**src/rtl/dbg_pkg.sv**
```systemverilog
// Shared encodings for the CPU debug/run controller: command opcodes,
// controller states, halt causes and read-source selection.
package dbg_pkg;

  typedef enum logic [2:0] {
    OP_RUN      = 3'd0,
    OP_STEP     = 3'd1,
    OP_HALT     = 3'd2,
    OP_SET_BP   = 3'd3,
    OP_CLR_BP   = 3'd4,
    OP_READ_RF  = 3'd5,
    OP_READ_MEM = 3'd6,
    OP_NOP      = 3'd7
  } dbg_op_e;

  typedef enum logic [1:0] {
    ST_HALT = 2'd0,
    ST_RUN  = 2'd1,
    ST_STEP = 2'd2,
    ST_READ = 2'd3
  } dbg_state_e;

  typedef enum logic [1:0] {
    CAUSE_RESET      = 2'd0,
    CAUSE_HALT_CMD   = 2'd1,
    CAUSE_BREAKPOINT = 2'd2,
    CAUSE_STEP_DONE  = 2'd3
  } halt_cause_e;

  typedef enum logic {
    SRC_RF  = 1'b0,
    SRC_MEM = 1'b1
  } rd_src_e;

  function automatic logic is_read_op(input dbg_op_e op);
    return (op == OP_READ_RF) || (op == OP_READ_MEM);
  endfunction

endpackage

```
**src/rtl/cpu_debug_ctrl_bp_match.sv**
```systemverilog
// PC breakpoint slots: each slot holds a valid bit and a 32-bit PC and
// reports whether the current fetch PC matches any valid slot.
module bp_match #(
  parameter int NUM_BP = 4,
  parameter int BPW    = $clog2(NUM_BP)
) (
  input  logic            clk_i,
  input  logic            rst_ni,
  input  logic            set_i,
  input  logic            clr_i,
  input  logic [BPW-1:0]  idx_i,
  input  logic [31:0]     wr_pc_i,
  input  logic [31:0]     pc_i,
  output logic            hit_o
);

  logic [NUM_BP-1:0] valid_q;
  logic [31:0]       slot_pc_q [NUM_BP];
  logic [NUM_BP-1:0] hit_vec;

  always_ff @(posedge clk_i or negedge rst_ni) begin
    if (!rst_ni) begin
      valid_q <= '0;
      for (int i = 0; i < NUM_BP; i++) begin
        slot_pc_q[i] <= '0;
      end
    end else if (set_i) begin
      valid_q[idx_i]   <= 1'b1;
      slot_pc_q[idx_i] <= wr_pc_i;
    end else if (clr_i) begin
      valid_q[idx_i] <= 1'b0;
    end
  end

  always_comb begin
    hit_vec = '0;
    for (int i = 0; i < NUM_BP; i++) begin
      hit_vec[i] = valid_q[i] && (slot_pc_q[i] == pc_i);
    end
  end

  assign hit_o = |hit_vec;

endmodule

```
**src/rtl/cpu_debug_ctrl.sv**
```systemverilog
// Debug/run controller: gates the CPU clock enable for run/halt/step with
// PC breakpoints, and serves register-file/data-memory debug reads.
module cpu_debug_ctrl
  import dbg_pkg::*;
#(
  parameter int NUM_BP = 4,
  parameter int BPW    = $clog2(NUM_BP)
) (
  input  logic            clk_i,
  input  logic            rst_ni,
  input  logic            cmd_valid_i,
  output logic            cmd_ready_o,
  input  logic [2:0]      cmd_op_i,
  input  logic [31:0]     cmd_arg_i,
  input  logic [BPW-1:0]  cmd_idx_i,
  input  logic [31:0]     pc_out_i,
  output logic            cpu_en_o,
  output logic [7:0]      m_rf_addr_o,
  input  logic [31:0]     rf_data_i,
  input  logic [31:0]     m_data_i,
  output logic            rsp_valid_o,
  input  logic            rsp_ready_i,
  output logic [31:0]     rsp_data_o,
  output logic            rsp_err_o,
  output logic            halted_o,
  output logic [1:0]      halt_cause_o
);

  dbg_state_e  state_q;
  halt_cause_e cause_q;
  rd_src_e     src_q;
  logic        skip_q;
  logic [31:0] step_cnt_q;
  logic        rsp_valid_q;
  logic        rsp_err_q;
  logic [31:0] rsp_data_q;
  logic [7:0]  rf_addr_q;

  dbg_op_e     op;
  logic        cmd_fire;
  logic        bp_raw;
  logic        bp_hit;
  logic        cpu_en;

  assign op          = dbg_op_e'(cmd_op_i);
  assign cmd_ready_o = ((state_q == ST_HALT) || (state_q == ST_RUN)) && !rsp_valid_q;
  assign cmd_fire    = cmd_valid_i && cmd_ready_o;

  bp_match #(
    .NUM_BP (NUM_BP),
    .BPW    (BPW)
  ) u_bp_match (
    .clk_i   (clk_i),
    .rst_ni  (rst_ni),
    .set_i   (cmd_fire && (op == OP_SET_BP)),
    .clr_i   (cmd_fire && (op == OP_CLR_BP)),
    .idx_i   (cmd_idx_i),
    .wr_pc_i (cmd_arg_i),
    .pc_i    (pc_out_i),
    .hit_o   (bp_raw)
  );

  // skip masks the breakpoint we resumed from until the CPU has moved once.
  assign bp_hit = bp_raw && !skip_q;

  always_comb begin
    cpu_en = 1'b0;
    case (state_q)
      ST_RUN, ST_STEP: cpu_en = !bp_hit;
      default:         cpu_en = 1'b0;
    endcase
  end

  always_ff @(posedge clk_i or negedge rst_ni) begin
    if (!rst_ni) begin
      state_q     <= ST_HALT;
      cause_q     <= CAUSE_RESET;
      src_q       <= SRC_RF;
      skip_q      <= 1'b0;
      step_cnt_q  <= '0;
      rsp_valid_q <= 1'b0;
      rsp_err_q   <= 1'b0;
      rsp_data_q  <= '0;
      rf_addr_q   <= '0;
    end else begin
      if (rsp_valid_q && rsp_ready_i) begin
        rsp_valid_q <= 1'b0;
      end
      if (cpu_en) begin
        skip_q <= 1'b0;
      end

      case (state_q)
        ST_HALT: begin
          if (cmd_fire) begin
            case (op)
              OP_RUN: begin
                state_q <= ST_RUN;
                skip_q  <= 1'b1;
              end
              OP_STEP: begin
                state_q    <= ST_STEP;
                skip_q     <= 1'b1;
                step_cnt_q <= (cmd_arg_i == 32'd0) ? 32'd1 : cmd_arg_i;
              end
              OP_READ_RF, OP_READ_MEM: begin
                state_q   <= ST_READ;
                rf_addr_q <= cmd_arg_i[7:0];
                src_q     <= (op == OP_READ_MEM) ? SRC_MEM : SRC_RF;
              end
              default: ;
            endcase
          end
        end

        ST_RUN: begin
          // A HALT command wins over a breakpoint seen in the same cycle.
          if (cmd_fire && (op == OP_HALT)) begin
            state_q <= ST_HALT;
            cause_q <= CAUSE_HALT_CMD;
          end else if (bp_hit) begin
            state_q <= ST_HALT;
            cause_q <= CAUSE_BREAKPOINT;
          end
          if (cmd_fire && is_read_op(op)) begin
            rsp_valid_q <= 1'b1;
            rsp_err_q   <= 1'b1;
            rsp_data_q  <= '0;
          end
        end

        ST_STEP: begin
          if (bp_hit) begin
            state_q <= ST_HALT;
            cause_q <= CAUSE_BREAKPOINT;
          end else begin
            step_cnt_q <= step_cnt_q - 32'd1;
            if (step_cnt_q == 32'd1) begin
              state_q <= ST_HALT;
              cause_q <= CAUSE_STEP_DONE;
            end
          end
        end

        ST_READ: begin
          rsp_data_q  <= (src_q == SRC_MEM) ? m_data_i : rf_data_i;
          rsp_err_q   <= 1'b0;
          rsp_valid_q <= 1'b1;
          state_q     <= ST_HALT;
        end

        default: state_q <= ST_HALT;
      endcase
    end
  end

  assign cpu_en_o     = cpu_en;
  assign m_rf_addr_o  = rf_addr_q;
  assign rsp_valid_o  = rsp_valid_q;
  assign rsp_data_o   = rsp_data_q;
  assign rsp_err_o    = rsp_err_q;
  assign halted_o     = (state_q == ST_HALT) || (state_q == ST_READ);
  assign halt_cause_o = cause_q;

endmodule

```
**config.mk**
```make
export PLATFORM = sky130hd
export DESIGN_NAME = cpu_debug_ctrl
export DESIGN_NICKNAME = d
export VERILOG_FILES = /design/src/rtl/dbg_pkg.sv /design/src/rtl/cpu_debug_ctrl_bp_match.sv /design/src/rtl/cpu_debug_ctrl.sv
export SDC_FILE = /design/constraint.sdc
export NUM_CORES = 1
export LEC_CHECK = 0
export BUFFER_PORTS_ARGS = -buffer_cell sky130_fd_sc_hd__buf_2
export CORE_AREA = 5 5 173 175
export CTS_BUF_LIST = sky130_fd_sc_hd__clkbuf_4
export CTS_CLUSTER_DIAMETER = 30
export DETAILED_ROUTE_END_ITERATION = 7
export DIE_AREA = 0 0 178 180
export GPL_ROUTABILITY_DRIVEN = 0
export PLACE_DENSITY = 0.67
export SYNTH_ARGS = -nofsm -noshare
export SYNTH_HDL_FRONTEND = slang
export SYNTH_SLANG_ARGS = --single-unit
```
**constraint.sdc**
```tcl
create_clock -name clk_i -period 2.7 [get_ports clk_i]
set_input_delay 0.135 -clock clk_i [delete_from_list [all_inputs] [get_ports clk_i]]
set_output_delay 0.135 -clock clk_i [all_outputs]
set_load 0.02 [all_outputs]
```
==> impl_metrics.toml, run 1 <==
[cts]
cts_buffer_depth = 3
htreeDepth = 2
cts_made_buffers = 58
cts_sinks = 212
clk_root_buffer_cell = "clkbuf_4"
clkTransAtPathRegs_ns = 0.07
cts_tree = "built"
insertion_delay_ns = 0.73

[place]
place_inst = 1583
io_buffers = 183
dp_hpwl_mm = 23.87

[routing]
drtPass1Iterations = 5
wl_per_cell_um = 19.91
first_iter_violations = 723
avgViaCountPerCell = 5.353
postRouteAntennaNets = 0
num_vias = 9657
drcViolationCount = 0
wl_mm = 35.92

[flow_run]
max-cap-violations = 0

[setup_path]
r2r_cells = 12
arrival_ns = 2.89
rr_startpoint = "u_bp_match.slot_pc_q[19]$_DFFE_PN0P_"
worstPathCellList = "xor2_1, nor4_2, nand4_1, or3_4, a41oi_4, buf_12, buf_8, nor2_2, buf_6"
worstSetupEndpointType = "output port"
r2r_end = "step_cnt_q[26]$_DFFE_PN0P_"
crit_path_top_delay_cell = "or3_4"
reg2reg_slack_ns = -0.30
cp-startpoint = "u_bp_match.slot_pc_q[19]$_DFFE_PN0P_"
crit_path_start_kind = "flop"
critPathTopFamily = "simple AND/OR/NAND/NOR gates"
cp_max_fo = 2
crit_cells = 9
critical_path_class = "flop to output port"
path_buf_inv = 3
cp_data_required_time_ns = 2.57
slowest_delay_ns = 0.43

[synthesis]
yosysUniqueCellTypes = 61
synth_edf_count = 0
yosysSeqAreaShare_pct = 47.80
postSynth.asyncResetShare_pct = 100.0
postSynthAreaPerCell_sq_um = 11.03
synth-seq-cells = 212
synth_warnings = 0
synthesis.area_sq_mm = 0.01110
synth_cells = 1006
synth_nets = 1150
synth_ff_type = "dfrtp_1"

[sta]
hold_viol = 0
rsz0062_at_grt = "true"
finalWorstSetupSlack_ns = -0.3250
min_period_ns = 3.025
tightest_slew_ns = 0.6885
fin_setup_tns_ns = -6.212
maxSlewHeadroom_pct = 54.10
drv_slew = 0
period_share_pct = 112.0
fmax_mhz = 330.6
report.final.setup_viol = 34
fin_skew_ns = 0.08535

[finish]
seqCellArea_sq_mm = 0.005305
finalNetCount = 1521
layout_commonest_cell = "dfrtp_1"
syn2layout_area_growth_pct = 36.70
multi_input_area_sq_mm = 0.005804
num-fill-cells = 2420
antenna_cells = 0
drive_above_1_share_pct = 40.85
final_cell_mix = "212 x dfrtp_1, 181 x buf_2, 169 x mux2_2"
fin_cells = 1804

[die]
ios = 184
rows = 62
start_util_pct = 39.20
core_region_area_sq_mm = 0.02831
die_x_um = 178
dieArea_sq_mm = 0.03204
die_h_um = 180

[global_route]
antenna_found_initial = 2
grt_max_degree = 89
overflow = 0
grt_pass1_wl_mm = 56.37
grt_pass1_vias = 10090
grt_use_total_pct = 22.06

[power_and_ir_drop]
leakagePower_uw = 0.007456
power_density_mw_per_mm2 = 448.9
peakVddDrop_mv = 0.2691

[worst_hold_path]
hp-class = "input pin to async pin"

[outcome]
outcome = "finished with violations"
violations = "setup timing"
==> cell families after synthesis <==
family / after synthesis / synth area share, %
XOR/XNOR: 129 / 10.18
AND/OR/NAND/NOR: 288 / 13.70
buffers and inverters: 66 / 2.289
flip-flops: 212 / 47.80
multiplexers: 176 / 17.79
adder cells (fa/ha/maj): 7 / 0.7891
AO/OA/AOI/OAI: 128 / 7.452
==> repair_timing <==
item / CTS / global route
cloned: 0 / 1
hold buffers: 106 / 0
endpoints found under the hold margin: 375 / 0
pin swaps: 6 / 40
buffers inserted: 2 / 9
resized for setup: 16 / 53
setup endpoints to repair: 21 / 36
==> cell usage after synthesis (all sizes together) (3+ instances only) <==
library cell | instances | area share, %
o31ai | 8 | 0.54
nor3 | 20 | 0.90
a31oi | 4 | 0.23
a22oi | 3 | 0.20
o22ai | 15 | 0.85
nand4b | 4 | 0.32
ha | 7 | 0.79
dfrtp | 212 | 48
or4 | 4 | 0.34
xnor2 | 4 | 0.32
a221o | 4 | 0.36
mux2i | 6 | 0.54
o21ai | 53 | 2.4
nand2b | 6 | 0.41
clkbuf | 42 | 1.4
nand4 | 11 | 0.62
a21oi | 12 | 0.57
and3 | 5 | 0.28
xor2 | 125 | 9.9
inv | 14 | 0.47
nor4 | 48 | 2.7
mux2 | 170 | 17
o211ai | 6 | 0.41
buf | 10 | 0.39
o32ai | 3 | 0.24
or3 | 32 | 2.0
nor2 | 31 | 1.1
nand2 | 95 | 3.2
nand3 | 20 | 0.90
==> through the flow <==
| stage | instance area [sq um] | hold slack [ns] | worst slack, ns | total power [uW] | util (%) |
|---|---|---|---|---|---|
| after floorplan | 11100 | -0.1606 | 0.04830 | 3341 | - |
| after global placement | 12890 | 0.2000 | -0.03979 | 3665 | 45.53 |
| after detailed placement | 12890 | 0.2024 | -0.08570 | 3666 | 45.53 |
| after CTS | 14830 | 0.0006501 | -0.4097 | 6864 | 52.39 |
| after global routing | 15170 | 0.07048 | -0.4025 | 7100 | 53.58 |
| final | 15170 | 0.03415 | -0.3250 | 6810 | 53.58 |
==> worst max-delay path by stage <==
stage / to / slack (ns)
2_1_floorplan: step_cnt_q[28]$_DFFE_PN0P_ / 0.05
3_3_place_gp: step_cnt_q[22]$_DFFE_PN0P_ / -0.04
3_5_place_dp: state_q[0]$_DFFE_PN0P_ / -0.09
4_1_cts: cpu_en_o / -0.41
5_1_grt: cpu_en_o / -0.40
6_report: cpu_en_o / -0.32
==> area by class of cell <==
cell class | instances | area share (%)
Sequential cell | 212 | 34.97
Clock inverter | 17 | 0.9237
Tap cell | 384 | 3.167
Inverter | 14 | 0.3464
Timing Repair Buffer | 363 | 18.08
Clock buffer | 86 | 4.256
Multi-Input combinational cell | 728 | 38.26
==> metal layers <==
layer	up-vias	GRT usage (%)	routed length, um
met5	-	0	25
met1	4776	30.82	15570
met2	406	34.82	16810
met4	4	5.631	797
met3	71	4.916	2720
li1	4400	-	-
==> power by group <==
group	internal, uW	leakage (uW)	switching, uW
clock network	1660	0.000468	1410
registers	3180	0.00284	0
logic	252	0.00415	313
==> state kept, by name, indices dropped and copies added, names as in the netlist, named ones only <==
| signal | cells |
|---|---|
| rsp_valid_o | 1 |
| rsp_err_o | 1 |
| u_bp_match.slot_pc_q | 128 |
| m_rf_addr_o | 8 |
| src_q | 1 |
| step_cnt_q | 32 |
| skip_q | 1 |
| rsp_data_o | 32 |
| state_q | 2 |
| halt_cause_o | 2 |
Note: power is estimated with default switching activity, not from simulation.
==> run 2: changes to the inputs <==
CTS_BUF_LIST = sky130_fd_sc_hd__clkbuf_16   (was sky130_fd_sc_hd__clkbuf_4)
==> run 2 against run 1 <==
The flow still finishes with violations (setup timing). Clock skew fell by 0.036 ns. Via count decreased by 4.7%. Cell area decreased by 0.69%. Non-clock buffer count shrank 74. Flip-flop and latch count is the same. Combinational power decreased by 14%. Critical endpoint unchanged. Largest cell class unchanged.
==> impl_metrics.toml, run 2 (same netlist as run 1, synthesis figures left out) <==
[cts]
htreeDepth = 2
cts_sinks = 212
cts_tree = "built"
cts_buffer_depth = 3
cts_made_buffers = 47
clkTransAtPathRegs_ns = 0.05
clk_root_buffer_cell = "clkbuf_16"
insertion_delay_ns = 0.55

[sta]
hold_slack_ns = 0.008995
min_period_ns = 2.846
drv_slew = 0
report.final.setup_viol = 14
fmax_mhz = 351.4
fin_skew_ns = 0.04969
rsz0062_at_grt = "true"
period_share_pct = 105.4
hold_viol = 0
maxSlewHeadroom_pct = 52.48
tightest_slew_ns = 0.7129
finalWorstSetupSlack_ns = -0.1459

[setup_path]
crit_path_start_kind = "flop"
cp_data_required_time_ns = 2.57
critical_path_class = "flop to output port"
cp_max_fo = 2
worstSetupEndpointType = "output port"
arrival_ns = 2.71

[die]
rows = 62
start_util_pct = 39.20
die_x_um = 178
ios = 184
dieArea_sq_mm = 0.03204
core_region_area_sq_mm = 0.02831
die_h_um = 180

[routing]
postRouteAntennaNets = 0
wl_mm = 33.90
num_vias = 9199
wl_per_cell_um = 19.79
drcViolationCount = 0
drtPass1Iterations = 5
first_iter_violations = 624
avgViaCountPerCell = 5.370

[power_and_ir_drop]
peakVddDrop_mv = 0.4345
power_density_mw_per_mm2 = 609.5
leakagePower_uw = 0.007419

[finish]
largest-register = "u_bp_match.slot_pc_q"
finalNetCount = 1436
drive_above_1_share_pct = 40.33
antenna_cells = 0
largest_reg_flops = 128
layout_commonest_cell = "dfrtp_1"
syn2layout_area_growth_pct = 35.75
post-route-util_pct = 53.21
final_cell_mix = "212 x dfrtp_1, 181 x buf_2, 169 x mux2_2"

[global_route]
grt_pass1_vias = 9622
grt_pass1_wl_mm = 54.12
overflow = 0
grt_max_degree = 89
antenna_found_initial = 3
grt_use_total_pct = 21.15

[outcome]
outcome = "finished with violations"
violations = "setup timing"

[flow_run]
max-cap-violations = 0

[place]
io_buffers = 183
dp_hpwl_mm = 23.87

[worst_hold_path]
hp-class = "input pin to flop"
## run 2: what timing repair did
item | CTS | global route
pin swaps | 13 | 20
resized for setup | 23 | 13
hold buffers | 39 | 0
endpoints found under the hold margin | 196 | 0
buffers inserted | 3 | 3
setup endpoints to repair | 21 | 34
## run 2: final cells by class
cell class,count,area (sq um)
tap,384,480.5
multi-input combinational,728,5744
clock buffer,48,1201
sequential,212,5305
timing repair buffer,289,1928
clock inverter,38,354.1
inverter,14,52.55
fill,2437,13250
## run 2: path summary, 6_finish.rpt
check	from	to	slack, ns	cells past startpoint
setup / recovery	u_bp_match.slot_pc_q[19]$_DFFE_PN0P_	cpu_en_o	-0.15	9
hold / removal	rf_data_i[10]	rsp_data_o[10]$_DFFE_PN0P_	0.009	4
setup reg to reg	u_bp_match.slot_pc_q[19]$_DFFE_PN0P_	step_cnt_q[26]$_DFFE_PN0P_	-0.14	10
hold reg to reg	rsp_data_o[30]$_DFFE_PN0P_	rsp_data_o[30]$_DFFE_PN0P_	0.47	2
max in group asynchronous	rst_ni	u_bp_match.slot_pc_q[53]$_DFFE_PN0P_	1.64	3
min in group asynchronous	rst_ni	u_bp_match.slot_pc_q[74]$_DFFE_PN0P_	0.18	2
## run 2: metal layers
layer	vias up	part of all wire [%]	GRT usage, %
li1	4208	-	-
met3	62	7.7	4.874
met2	369	46	32.91
met5	-	0.17	0
met1	4554	44	29.96
met4	6	2.0	5.229
## run 2: worst max-delay path: stages (launching register included)
cell and delay, ns:
dfrtp_1 0.39, xor2_1 0.15, nor4_2 0.41, nand4_1 0.14, or3_4 0.43, a41oi_4 0.25, buf_12 0.14, buf_8 0.09
nor2_2 0.03, buf_6 0.13
## run 2: report_power, final
group          switching [uW]  total [uW]  internal, uW  leakage [uW]
Combinational             295         487           191       0.00382
Clock                    1820        5510          3690      0.000768
Sequential                  0        3190          3190       0.00284
## run 2: metrics by stage
step                       TNS, ns  total power [uW]  area, sq um  worst slack, ns  cells
after floorplan                  0              3341        11100          0.04830   1006
after global placement    -0.06256              3665        12890         -0.03979   1583
after detailed placement   -0.2991              3666        12890         -0.08570   1583
after CTS                   -1.251              9245        14970          -0.1960   1711
after global routing        -2.306              9483        15070          -0.1837   1713
final                      -0.9839              9182        15070          -0.1459   1713
